## src/rtl/mmio_uart.sv

```systemverilog
`default_nettype none
// ============================================================================
//  Module      : mmio_uart
//  Description : Memory-mapped 8N1 UART responder on a valid/ready data bus.
//                TXDATA (+0), RXDATA (+4, FIFO pop), STATUS (+8). TX writes
//                stall while the serializer is busy; RX reads stall while the
//                RX FIFO is empty.
//  Revision    : 1.0 - initial release
// ============================================================================
module mmio_uart #(
  parameter logic [31:0] BASE_ADDR = 32'h0000_3000,
  parameter int          CLK_DIV   = 16,
  parameter int          RX_DEPTH  = 16
) (
  input  logic        clk,
  input  logic        rst,
  input  logic [31:0] addr,
  input  logic [2:0]  size,
  input  logic        valid,
  input  logic        write,
  input  logic [31:0] wdata,
  output logic [31:0] rdata,
  output logic        ready,
  output logic        tx,
  input  logic        rx
);

  localparam int                  c_div_w    = (CLK_DIV > 1) ? $clog2(CLK_DIV) : 1;
  localparam logic [c_div_w-1:0]  c_div_last = c_div_w'(CLK_DIV - 1);
  localparam logic [c_div_w-1:0]  c_div_half = c_div_w'(CLK_DIV / 2 - 1);
  localparam logic [c_div_w-1:0]  c_div_one  = c_div_w'(1);
  localparam int                  c_aw       = $clog2(RX_DEPTH);
  localparam logic [c_aw:0]       c_depth    = (c_aw + 1)'(RX_DEPTH);
  localparam logic [c_aw:0]       c_cnt_one  = (c_aw + 1)'(1);
  localparam logic [c_aw-1:0]     c_ptr_one  = c_aw'(1);

  typedef enum logic [1:0] {
    BUS_IDLE = 2'd0,
    BUS_ACK  = 2'd1,
    BUS_WAIT = 2'd2
  } bus_state_t;

  typedef enum logic [2:0] {
    RX_IDLE   = 3'd0,
    RX_START  = 3'd1,
    RX_DATA   = 3'd2,
    RX_STOP   = 3'd3,
    RX_WAITHI = 3'd4
  } rx_state_t;

  // Bus side
  bus_state_t          r_bus_state;
  logic [31:0]         r_rdata;
  logic                r_ready;
  logic [31:0]         w_rel;
  logic [3:0]          w_off;
  logic                w_sel;
  logic                w_is_tx;
  logic                w_is_rx;
  logic                w_is_st;
  logic                w_can;
  logic                w_accept;
  logic                w_tx_load;
  logic                w_pop;
  logic                w_flag_clr;
  logic [31:0]         w_rd_val;
  logic                w_unused;

  // TX serializer
  logic                r_tx;
  logic                r_tx_busy;
  logic [8:0]          r_tx_shift;
  logic [3:0]          r_tx_bitcnt;
  logic [c_div_w-1:0]  r_tx_div;

  // RX deserializer
  logic                r_rx_meta;
  logic                r_rx_sync;
  logic                r_rx_prev;
  rx_state_t           r_rx_state;
  logic [c_div_w-1:0]  r_rx_div;
  logic [2:0]          r_rx_bitcnt;
  logic [7:0]          r_rx_shift;
  logic                w_stop_sample;
  logic                w_rx_push;
  logic                w_fe_set;

  // RX FIFO and sticky flags
  logic [7:0]          r_fifo_mem [RX_DEPTH];
  logic [c_aw-1:0]     r_wr_ptr;
  logic [c_aw-1:0]     r_rd_ptr;
  logic [c_aw:0]       r_count;
  logic                r_frame_err;
  logic                r_rx_ovf;
  logic                w_rx_empty;
  logic                w_full;
  logic                w_push_ok;
  logic                w_ovf_set;

  // Access size and the upper write byte lanes carry no meaning here
  assign w_unused = ^{size, wdata[31:8]};

  // Window decode: unsigned offset from the base, in-window when below 16
  assign w_rel   = addr - BASE_ADDR;
  assign w_off   = w_rel[3:0];
  assign w_sel   = valid && (w_rel < 32'd16);
  assign w_is_tx = (w_off == 4'h0);
  assign w_is_rx = (w_off == 4'h4);
  assign w_is_st = (w_off == 4'h8);

  assign w_rx_empty = (r_count == '0);
  assign w_full     = (r_count == c_depth);

  // Only a TX write while busy or an RX read while empty has to wait
  assign w_can      = !((write && w_is_tx && r_tx_busy) ||
                        (!write && w_is_rx && w_rx_empty));
  assign w_accept   = (r_bus_state == BUS_IDLE) && w_sel && w_can;
  assign w_tx_load  = w_accept && write && w_is_tx;
  assign w_pop      = w_accept && !write && w_is_rx;
  assign w_flag_clr = w_accept && write && w_is_st;

  // Read value captured on the accepting edge
  always_comb begin
    w_rd_val = '0;
    if (!write) begin
      if (w_is_rx) begin
        w_rd_val = {24'b0, r_fifo_mem[r_rd_ptr]};
      end else if (w_is_st) begin
        w_rd_val = {28'b0, r_frame_err, r_rx_ovf, !w_rx_empty, r_tx_busy};
      end
    end
  end

  // Bus FSM: accept in IDLE, pulse ready in ACK, wait for valid to drop
  always_ff @(posedge clk) begin
    if (rst) begin
      r_bus_state <= BUS_IDLE;
      r_ready     <= 1'b0;
      r_rdata     <= '0;
    end else begin
      case (r_bus_state)
        BUS_IDLE: begin
          if (w_accept) begin
            r_bus_state <= BUS_ACK;
            r_ready     <= 1'b1;
            r_rdata     <= w_rd_val;
          end
        end
        BUS_ACK: begin
          r_bus_state <= BUS_WAIT;
          r_ready     <= 1'b0;
          r_rdata     <= '0;
        end
        BUS_WAIT: begin
          if (!valid) begin
            r_bus_state <= BUS_IDLE;
          end
        end
        default: begin
          r_bus_state <= BUS_IDLE;
          r_ready     <= 1'b0;
          r_rdata     <= '0;
        end
      endcase
    end
  end

  assign rdata = r_rdata;
  assign ready = r_ready;

  // TX serializer: start bit driven straight from the load, then data LSB first and stop
  always_ff @(posedge clk) begin
    if (rst) begin
      r_tx        <= 1'b1;
      r_tx_busy   <= 1'b0;
      r_tx_shift  <= '1;
      r_tx_bitcnt <= '0;
      r_tx_div    <= '0;
    end else if (w_tx_load) begin
      r_tx        <= 1'b0;
      r_tx_busy   <= 1'b1;
      r_tx_shift  <= {1'b1, wdata[7:0]};
      r_tx_bitcnt <= '0;
      r_tx_div    <= '0;
    end else if (r_tx_busy) begin
      if (r_tx_div == c_div_last) begin
        r_tx_div <= '0;
        if (r_tx_bitcnt == 4'd9) begin
          r_tx_busy <= 1'b0;
          r_tx      <= 1'b1;
        end else begin
          r_tx_bitcnt <= r_tx_bitcnt + 4'd1;
          r_tx        <= r_tx_shift[0];
          r_tx_shift  <= {1'b1, r_tx_shift[8:1]};
        end
      end else begin
        r_tx_div <= r_tx_div + c_div_one;
      end
    end
  end

  assign tx = r_tx;

  // Two-flop synchronizer plus one delayed copy for falling-edge detection
  always_ff @(posedge clk) begin
    if (rst) begin
      r_rx_meta <= 1'b1;
      r_rx_sync <= 1'b1;
      r_rx_prev <= 1'b1;
    end else begin
      r_rx_meta <= rx;
      r_rx_sync <= r_rx_meta;
      r_rx_prev <= r_rx_sync;
    end
  end

  assign w_stop_sample = (r_rx_state == RX_STOP) && (r_rx_div == c_div_last);
  assign w_rx_push     = w_stop_sample && r_rx_sync;
  assign w_fe_set      = w_stop_sample && !r_rx_sync;

  // RX deserializer: confirm start at half-bit, then sample each bit at mid-bit
  always_ff @(posedge clk) begin
    if (rst) begin
      r_rx_state  <= RX_IDLE;
      r_rx_div    <= '0;
      r_rx_bitcnt <= '0;
      r_rx_shift  <= '0;
    end else begin
      case (r_rx_state)
        RX_IDLE: begin
          if (r_rx_prev && !r_rx_sync) begin
            r_rx_state <= RX_START;
            r_rx_div   <= '0;
          end
        end
        RX_START: begin
          if (r_rx_div == c_div_half) begin
            r_rx_div <= '0;
            if (r_rx_sync) begin
              r_rx_state <= RX_IDLE;
            end else begin
              r_rx_state  <= RX_DATA;
              r_rx_bitcnt <= '0;
            end
          end else begin
            r_rx_div <= r_rx_div + c_div_one;
          end
        end
        RX_DATA: begin
          if (r_rx_div == c_div_last) begin
            r_rx_div   <= '0;
            r_rx_shift <= {r_rx_sync, r_rx_shift[7:1]};
            if (r_rx_bitcnt == 3'd7) begin
              r_rx_state <= RX_STOP;
            end else begin
              r_rx_bitcnt <= r_rx_bitcnt + 3'd1;
            end
          end else begin
            r_rx_div <= r_rx_div + c_div_one;
          end
        end
        RX_STOP: begin
          if (r_rx_div == c_div_last) begin
            r_rx_div   <= '0;
            r_rx_state <= r_rx_sync ? RX_IDLE : RX_WAITHI;
          end else begin
            r_rx_div <= r_rx_div + c_div_one;
          end
        end
        RX_WAITHI: begin
          if (r_rx_sync) begin
            r_rx_state <= RX_IDLE;
          end
        end
        default: begin
          r_rx_state <= RX_IDLE;
        end
      endcase
    end
  end

  // A full FIFO still accepts a push when the head is popped on the same edge
  assign w_push_ok = w_rx_push && (!w_full || w_pop);
  assign w_ovf_set = w_rx_push && w_full && !w_pop;

  // FIFO storage; contents need no reset since the pointers define validity
  always_ff @(posedge clk) begin
    if (w_push_ok) begin
      r_fifo_mem[r_wr_ptr] <= r_rx_shift;
    end
  end

  // FIFO pointers, occupancy and sticky flags (a new event beats a clear)
  always_ff @(posedge clk) begin
    if (rst) begin
      r_wr_ptr    <= '0;
      r_rd_ptr    <= '0;
      r_count     <= '0;
      r_frame_err <= 1'b0;
      r_rx_ovf    <= 1'b0;
    end else begin
      if (w_push_ok) begin
        r_wr_ptr <= r_wr_ptr + c_ptr_one;
      end
      if (w_pop) begin
        r_rd_ptr <= r_rd_ptr + c_ptr_one;
      end
      case ({w_push_ok, w_pop})
        2'b10:   r_count <= r_count + c_cnt_one;
        2'b01:   r_count <= r_count - c_cnt_one;
        default: r_count <= r_count;
      endcase
      r_frame_err <= w_fe_set  || (r_frame_err && !w_flag_clr);
      r_rx_ovf    <= w_ovf_set || (r_rx_ovf && !w_flag_clr);
    end
  end

endmodule
`default_nettype wire

```

## config.mk

```make
export PLATFORM = sky130hd
export DESIGN_NAME = mmio_uart
export DESIGN_NICKNAME = d
export VERILOG_FILES = /design/src/rtl/mmio_uart.sv
export SDC_FILE = /design/constraint.sdc
export NUM_CORES = 1
export LEC_CHECK = 0
export CORE_MARGIN = 2
export CORE_UTILIZATION = 35
export CTS_CLUSTER_SIZE = 24
export DETAILED_ROUTE_END_ITERATION = 8
export PLACE_DENSITY = 0.5
export SLEW_MARGIN = 40
export SYNTH_ARGS = -nofsm -noshare
export SYNTH_HDL_FRONTEND = slang
export SYNTH_SLANG_ARGS = --single-unit
```

## constraint.sdc

```tcl
create_clock -name clk -period 5.1 [get_ports clk]
set_clock_uncertainty 0.2 [all_clocks]
set_input_delay 1.53 -clock clk [delete_from_list [all_inputs] [get_ports clk]]
set_output_delay 1.53 -clock clk [all_outputs]
set_load 0.02 [all_outputs]
```

# Word level (Yosys, flattened, before mapping)
# Memories as Yosys holds them, arrays and structs flattened. A register that Yosys moved wholly into a read port is not among the register bits.
# Index checks and enable logic that the tools add are counted.
[word_totals]
mem_bits_rw = 128
mem_count = 1
wordCells = 158
ff_bits = 89
[mem_list]
columns = ["memory", "depth", "width", "rd", "rd_clocked_by_memory_dff", "write_ports", "line", "text"]
rows = [
  ["r_fifo_mem", 16, 8, 1, 1, 1, "89", "logic [7:0] r_fifo_mem [RX_DEPTH];"],
]
[op_classes]
n_bitwise = 2
addsub = 9
n_mux = 46
reduce_logical = 52
n_eq_ne = 27
magnitude_cmp = 1
[ops]
columns = ["op", "n"]
rows = [
  ["$pmux 32 s2", 1],
  ["$mux 8", 6],
  ["$mux 3", 11],
  ["$lt 32x5->1 const B", 1],
  ["$mux 32", 1],
  ["$sub 32x14->32 const B", 1],
  ["$mux 4", 7],
  ["$logic_and 1x1->1", 21],
  ["$add 4x1->4 const B", 5],
  ["$ne 2x2->1 const B", 10],
  ["$eq 4x4->1 const B", 4],
  ["$pmux 3 s5", 1],
  ["$pmux 4 s3", 1],
  ["$mux 1", 11],
  ["$pmux 5 s2", 1],
  ["$reduce_and 2->1", 5],
  ["$eq 4x3->1 const B", 2],
  ["$reduce_bool 2->1", 4],
  ["$logic_not 1->1", 7],
  ["$eq 3x2->1 const B", 2],
  ["$eq 3x3->1 const B", 2],
  ["$mux 2", 3],
  ["$pmux 2 s3", 1],
  ["$pmux 3 s2", 1],
  ["other kinds (20)", 28],
]

# Longest topological paths before layout
[depth]
ltp_word = 13
ltp_mapped = 13
ltp_nobuf = 13

# Worst setup path after synthesis
# OpenSTA, ideal clock, no wires.
[synth_path]
kind = "input to register"
from = "in addr[17]"
to = "reg r_count[4]"
stages = 13
setup_slack_ns = 0.596
t_arrival_ns = 4.180
cell_sequence = "or4_4 > nor4b_2 > o311a_2 > nand4_1 > nand2b_1 > inv_1 > ha_1 > nor2b_1 > o21ai_0 > nand2b_1 > and3_1 > mux2i_1 > mux2_1"
[synth_between]
elab_chain_len = 11
[synth_rtl]
columns = ["element", "line", "text"]
rows = [
  ["start: declaration", "17", "input logic [31:0] addr,"],
  ["$sub 32x14->32 (*)", "104", "assign w_rel = addr - BASE_ADDR;"],
  ["$lt 32x5->1 (*)", "106", "assign w_sel = valid && (w_rel < 32'd16);"],
  ["$logic_and 1x1->1 (*)", "106", ""],
  ["$logic_and 1x1->1 (*) (2 in a row)", "117", "assign w_accept = (r_bus_state == BUS_IDLE) && w_sel && w_can;"],
  ["$logic_and 1x1->1 (*) (2 in a row)", "119", "assign w_pop = w_accept && !write && w_is_rx;"],
  ["$logic_or 1x1->1", "283", "assign w_push_ok = w_rx_push && (!w_full || w_pop);"],
  ["$logic_and 1x1->1", "283", ""],
  ["$eq 2x1->1 or $eq 2x2->1 (tied branches)", "308", "case ({w_push_ok, w_pop})"],
  ["$pmux 5 s2 or $reduce_bool 2->1 (tied branches)", "-", ""],
  ["end signal: assignment", "309", "2'b10: r_count <= r_count + c_cnt_one;"],
  ["end signal: assignment", "310", "2'b01: r_count <= r_count - c_cnt_one;"],
  ["end signal: assignment", "311", "default: r_count <= r_count;"],
  ["end: declaration", "92", "logic [c_aw:0] r_count;"],
]
# Every way passes the cells marked *; elsewhere a longest branch is shown, timed or not.
# A chain may end at the register's enable or synchronous reset.

# Final worst setup path
# Same ends and word-level chain as after synthesis.

==> impl_metrics.py <==
metrics = {
    "setup_path": {
        "ff2ff_path_depth": 13,
        "critPathBufInv": 2,
        "worstPathArrival_ns": 4.80,
        "critical_path_class": "in -> reg",
        "r2r_slack_ns": 1.57,
        "cpMaxStageDelayCell": "or4_4",
        "r2r_end": "r_count[4]",
        "startpoint": "addr[17]",
        "cp.required_ns": 5.22,
        "cpMostUsedCell": "nand2b_1",
        "cp-end-kind": "register",
        "path_cells": "clkdlybuf4s50_1, or4_4, nor4b_2, o311a_2, nand4_1, nand2b_1, inv_1, ha_1, nor2b_1, o21ai_0, nand2b_1, and3_1, mux2i_1, mux2_1",
        "crit_cells": 14,
        "crit_family": "simple AND/OR/NAND/NOR gates",
        "cp_max_fo": 4,
        "max_stage_delay_ns": 0.58,
        "cp-start-kind": "input port",
        "reg2reg_from": "r_count[0]",
        "crit_end": "r_count[4]",
    },
    "cells_and_area": {
        "nets": 816,
        "drive_gt1_share_pct": 16.58,
        "layout.area.seq_um2": 5234,
        "diodes": 0,
        "area_growth_pct": 18.45,
        "multiInputGateArea_um2": 3337,
        "nFillCells": 2324,
    },
    "detailed_routing": {
        "wl_um": 19030,
        "drc": 0,
        "vias": 5471,
        "wl_per_cell_um": 17.75,
        "ant_nets": 0,
        "first_pass_iters": 5,
        "vias_per_cell": 5.104,
        "drt_iter0_drc": 375,
    },
    "sta": {
        "fin_crit_ns": 4.685,
        "maxSlewHeadroom_pct": 47.84,
        "worst-slew-pin-transition_ns": 0.7752,
        "holdWs_ns": 0.2264,
        "tns_ns": 0,
        "setup_viol": 0,
        "slew_viol_final": 0,
        "fin_crit_sh_pct": 91.86,
        "max_freq_mhz": 213.4,
        "rsz0062_at_grt": "false",
        "hold_viol": 0,
    },
    "clock_tree": {
        "numCtsBuffers": 17,
        "tritoncts": "built",
        "clockBufferDepth": 2,
        "h-tree-depth": 4,
        "path_clk_slew_ns": 0.08,
        "cts_setup_buffers": 0,
        "clkLatencyLatePin_ns": 0.44,
        "cts.sinks": 197,
        "hold_buffers": 0,
        "root_buffer": "clkbuf_16",
        "cts_resized": 0,
    },
    "synthesis": {
        "yosysWarnings": 0,
        "netlist_instances": 654,
        "synth-edff-count": 128,
        "synth.most_common_cell": "edfxtp_1",
        "synth_area_leader_cell": "edfxtp_1",
        "syn_avg_cell_area_um2": 13.48,
        "ys_ff_latch": 197,
        "netlist_top_cells_area": "edfxtp_1 44%, dfxtp_1 16%, mux4_2 9.2%, mux2i_1 3.9%, nor2_1 2.2%",
        "ys_async_sr_fraction_pct": 0,
        "synth_ff_type": "edfxtp_1",
        "yosysSeqAreaShare_pct": 59.28,
        "synth_cell_types": 66,
        "synth_area_um2": 8815,
        "ys_top_cells_by_count": "128 x edfxtp_1, 69 x dfxtp_1, 51 x nor2_1, 38 x nand2_1, 36 x mux4_2",
        "netlist.area_leader.share_pct": 43.61,
    },
    "status": {
        "status": "completed",
    },
    "placed_design": {
        "hpwl_um": 12980,
        "gp_congestion": 0.7856,
        "io_buffer_count": 54,
    },
    "floorplan": {
        "initial_utilization_pct": 35.31,
        "core_um2": 24960,
        "pin_count": 106,
        "dieHeight_um": 162.7,
        "die_area_um2": 26470,
        "die_w_um": 162.7,
        "rows": 58,
    },
    "global_routing": {
        "grt_overflow": 0,
        "grt_first_pass_wirelength_um": 30340,
        "antenna_found_initial": 0,
        "grt_max_degree": 61,
        "grt.total_usage_pct": 15.03,
        "grt_pass1_vias": 5628,
    },
    "power_and_ir_drop": {
        "powerDensity_nw_per_um2": 312.0,
        "p_leak_nw": 3.727,
        "max-vdd-ir-drop_mv": 0.2496,
    },
    "job": {
        "max_cap_violations": 0,
    },
    "min_path": {
        "min_path_cells": 1,
        "hold_class": "reg -> reg",
    },
}
[layout make-up]
cell class | instances | area share (%)
clock buffers | 18 | 4.314
clock inverters | 14 | 1.893
multi-input cells | 417 | 31.96
flip-flops and latches | 197 | 50.13
well taps | 330 | 3.954
inverters | 11 | 0.3954
repair buffers | 85 | 7.358
[layout by cell type, fill, tap and decap left out, types with 4 or more instances in the layout]
master,count
edfxtp_1,128
dfxtp_1,66
clkdlybuf4s50_1,53
nor2_1,51
nand2_1,38
mux4_2,36
mux2i_1,34
buf_4,31
a21oi_1,26
conb_1,24
and3_1,21
clkbuf_16,18
nand3_1,15
ha_1,14
a21o_1,12
inv_1,11
o21ai_0,11
nor4_1,9
nor3_1,8
nor2b_1,8
nand4_1,7
nand2b_1,7
o21ai_1,7
xnor2_1,7
nand3b_1,7
and4_1,6
mux2_1,6
or3_1,6
and2_1,5
inv_12,5
and4b_1,4
or2_2,4
clkinv_8,4
[registers in the layout (all words and copies together) (netlist names), 2 cells and up, named ones only]
register and count:
r_fifo_mem 128, r_rx_shift 8, r_tx_shift 8, rdata 8, r_count 5, r_rd_ptr 4, r_rx_div 4, r_tx_bitcnt 4
r_tx_div 4, r_wr_ptr 4, r_rx_bitcnt 3, r_rx_state 3, r_bus_state 2
[routing by layer]
metal	global-route usage, %	vias to the layer above	wire length, um
li1	-	2595	-
met1	18.88	2717	8443
met2	25.94	143	9514
met3	3.743	16	865
met4	3.942	0	204
met5	0	-	0
[power breakdown]
group | switching [W] | total (W) | internal [W]
Sequential | 0.0000117 | 0.00169 | 0.00168
Clock | 0.000703 | 0.00142 | 0.000716
Combinational | 0.0000807 | 0.000144 | 0.0000636
Total | 0.000796 | 0.00326 | 0.00246
[cell families (layout without fill, tap and decap cells)]
logic type | Yosys count | count (layout) | share of synthesized area, %
muxes | 78 | 78 | 14.21
AOI/OAI and AO/OA | 76 | 76 | 5.650
other | 1 | 24 | 0.04254
buffers and inverters | 63 | 128 | 3.847
xor gates and xnor gates | 9 | 9 | 0.8943
DFF | 197 | 197 | 59.28
and+or+nand+nor | 215 | 215 | 13.87
adders and majority gates | 15 | 15 | 2.214
[metrics by stage]
stage / utilization, % / setup slack (ns) / instances / instance area (um^2) / total power [W]
final: 41.83 / 0.4149 / 1072 / 10440 / 0.003258
after global routing: 41.83 / 0.1934 / 1072 / 10440 / 0.003378
after CTS: 41.82 / 0.4021 / 1072 / 10440 / 0.003297
after detailed placement: 39.22 / -0.04659 / 1040 / 9792 / 0.001875
after global placement: 39.20 / -0.00008571 / 1040 / 9787 / 0.001870
after floorplan: - / 0.5965 / 677 / 8901 / 0.001827
[worst min path at each step]
stage | from | slack (ns) | endpoint
final | r_rx_meta | 0.23 | r_rx_sync
after global routing | r_rx_meta | 0.25 | r_rx_sync
after CTS | r_rx_meta | 0.23 | r_rx_sync
after detailed placement | r_rx_meta | 0.20 | r_rx_sync
after global placement | r_rx_meta | 0.21 | r_rx_sync
after floorplan | r_rx_meta | 0.19 | r_rx_sync
(Power assumes the default switching activity.)
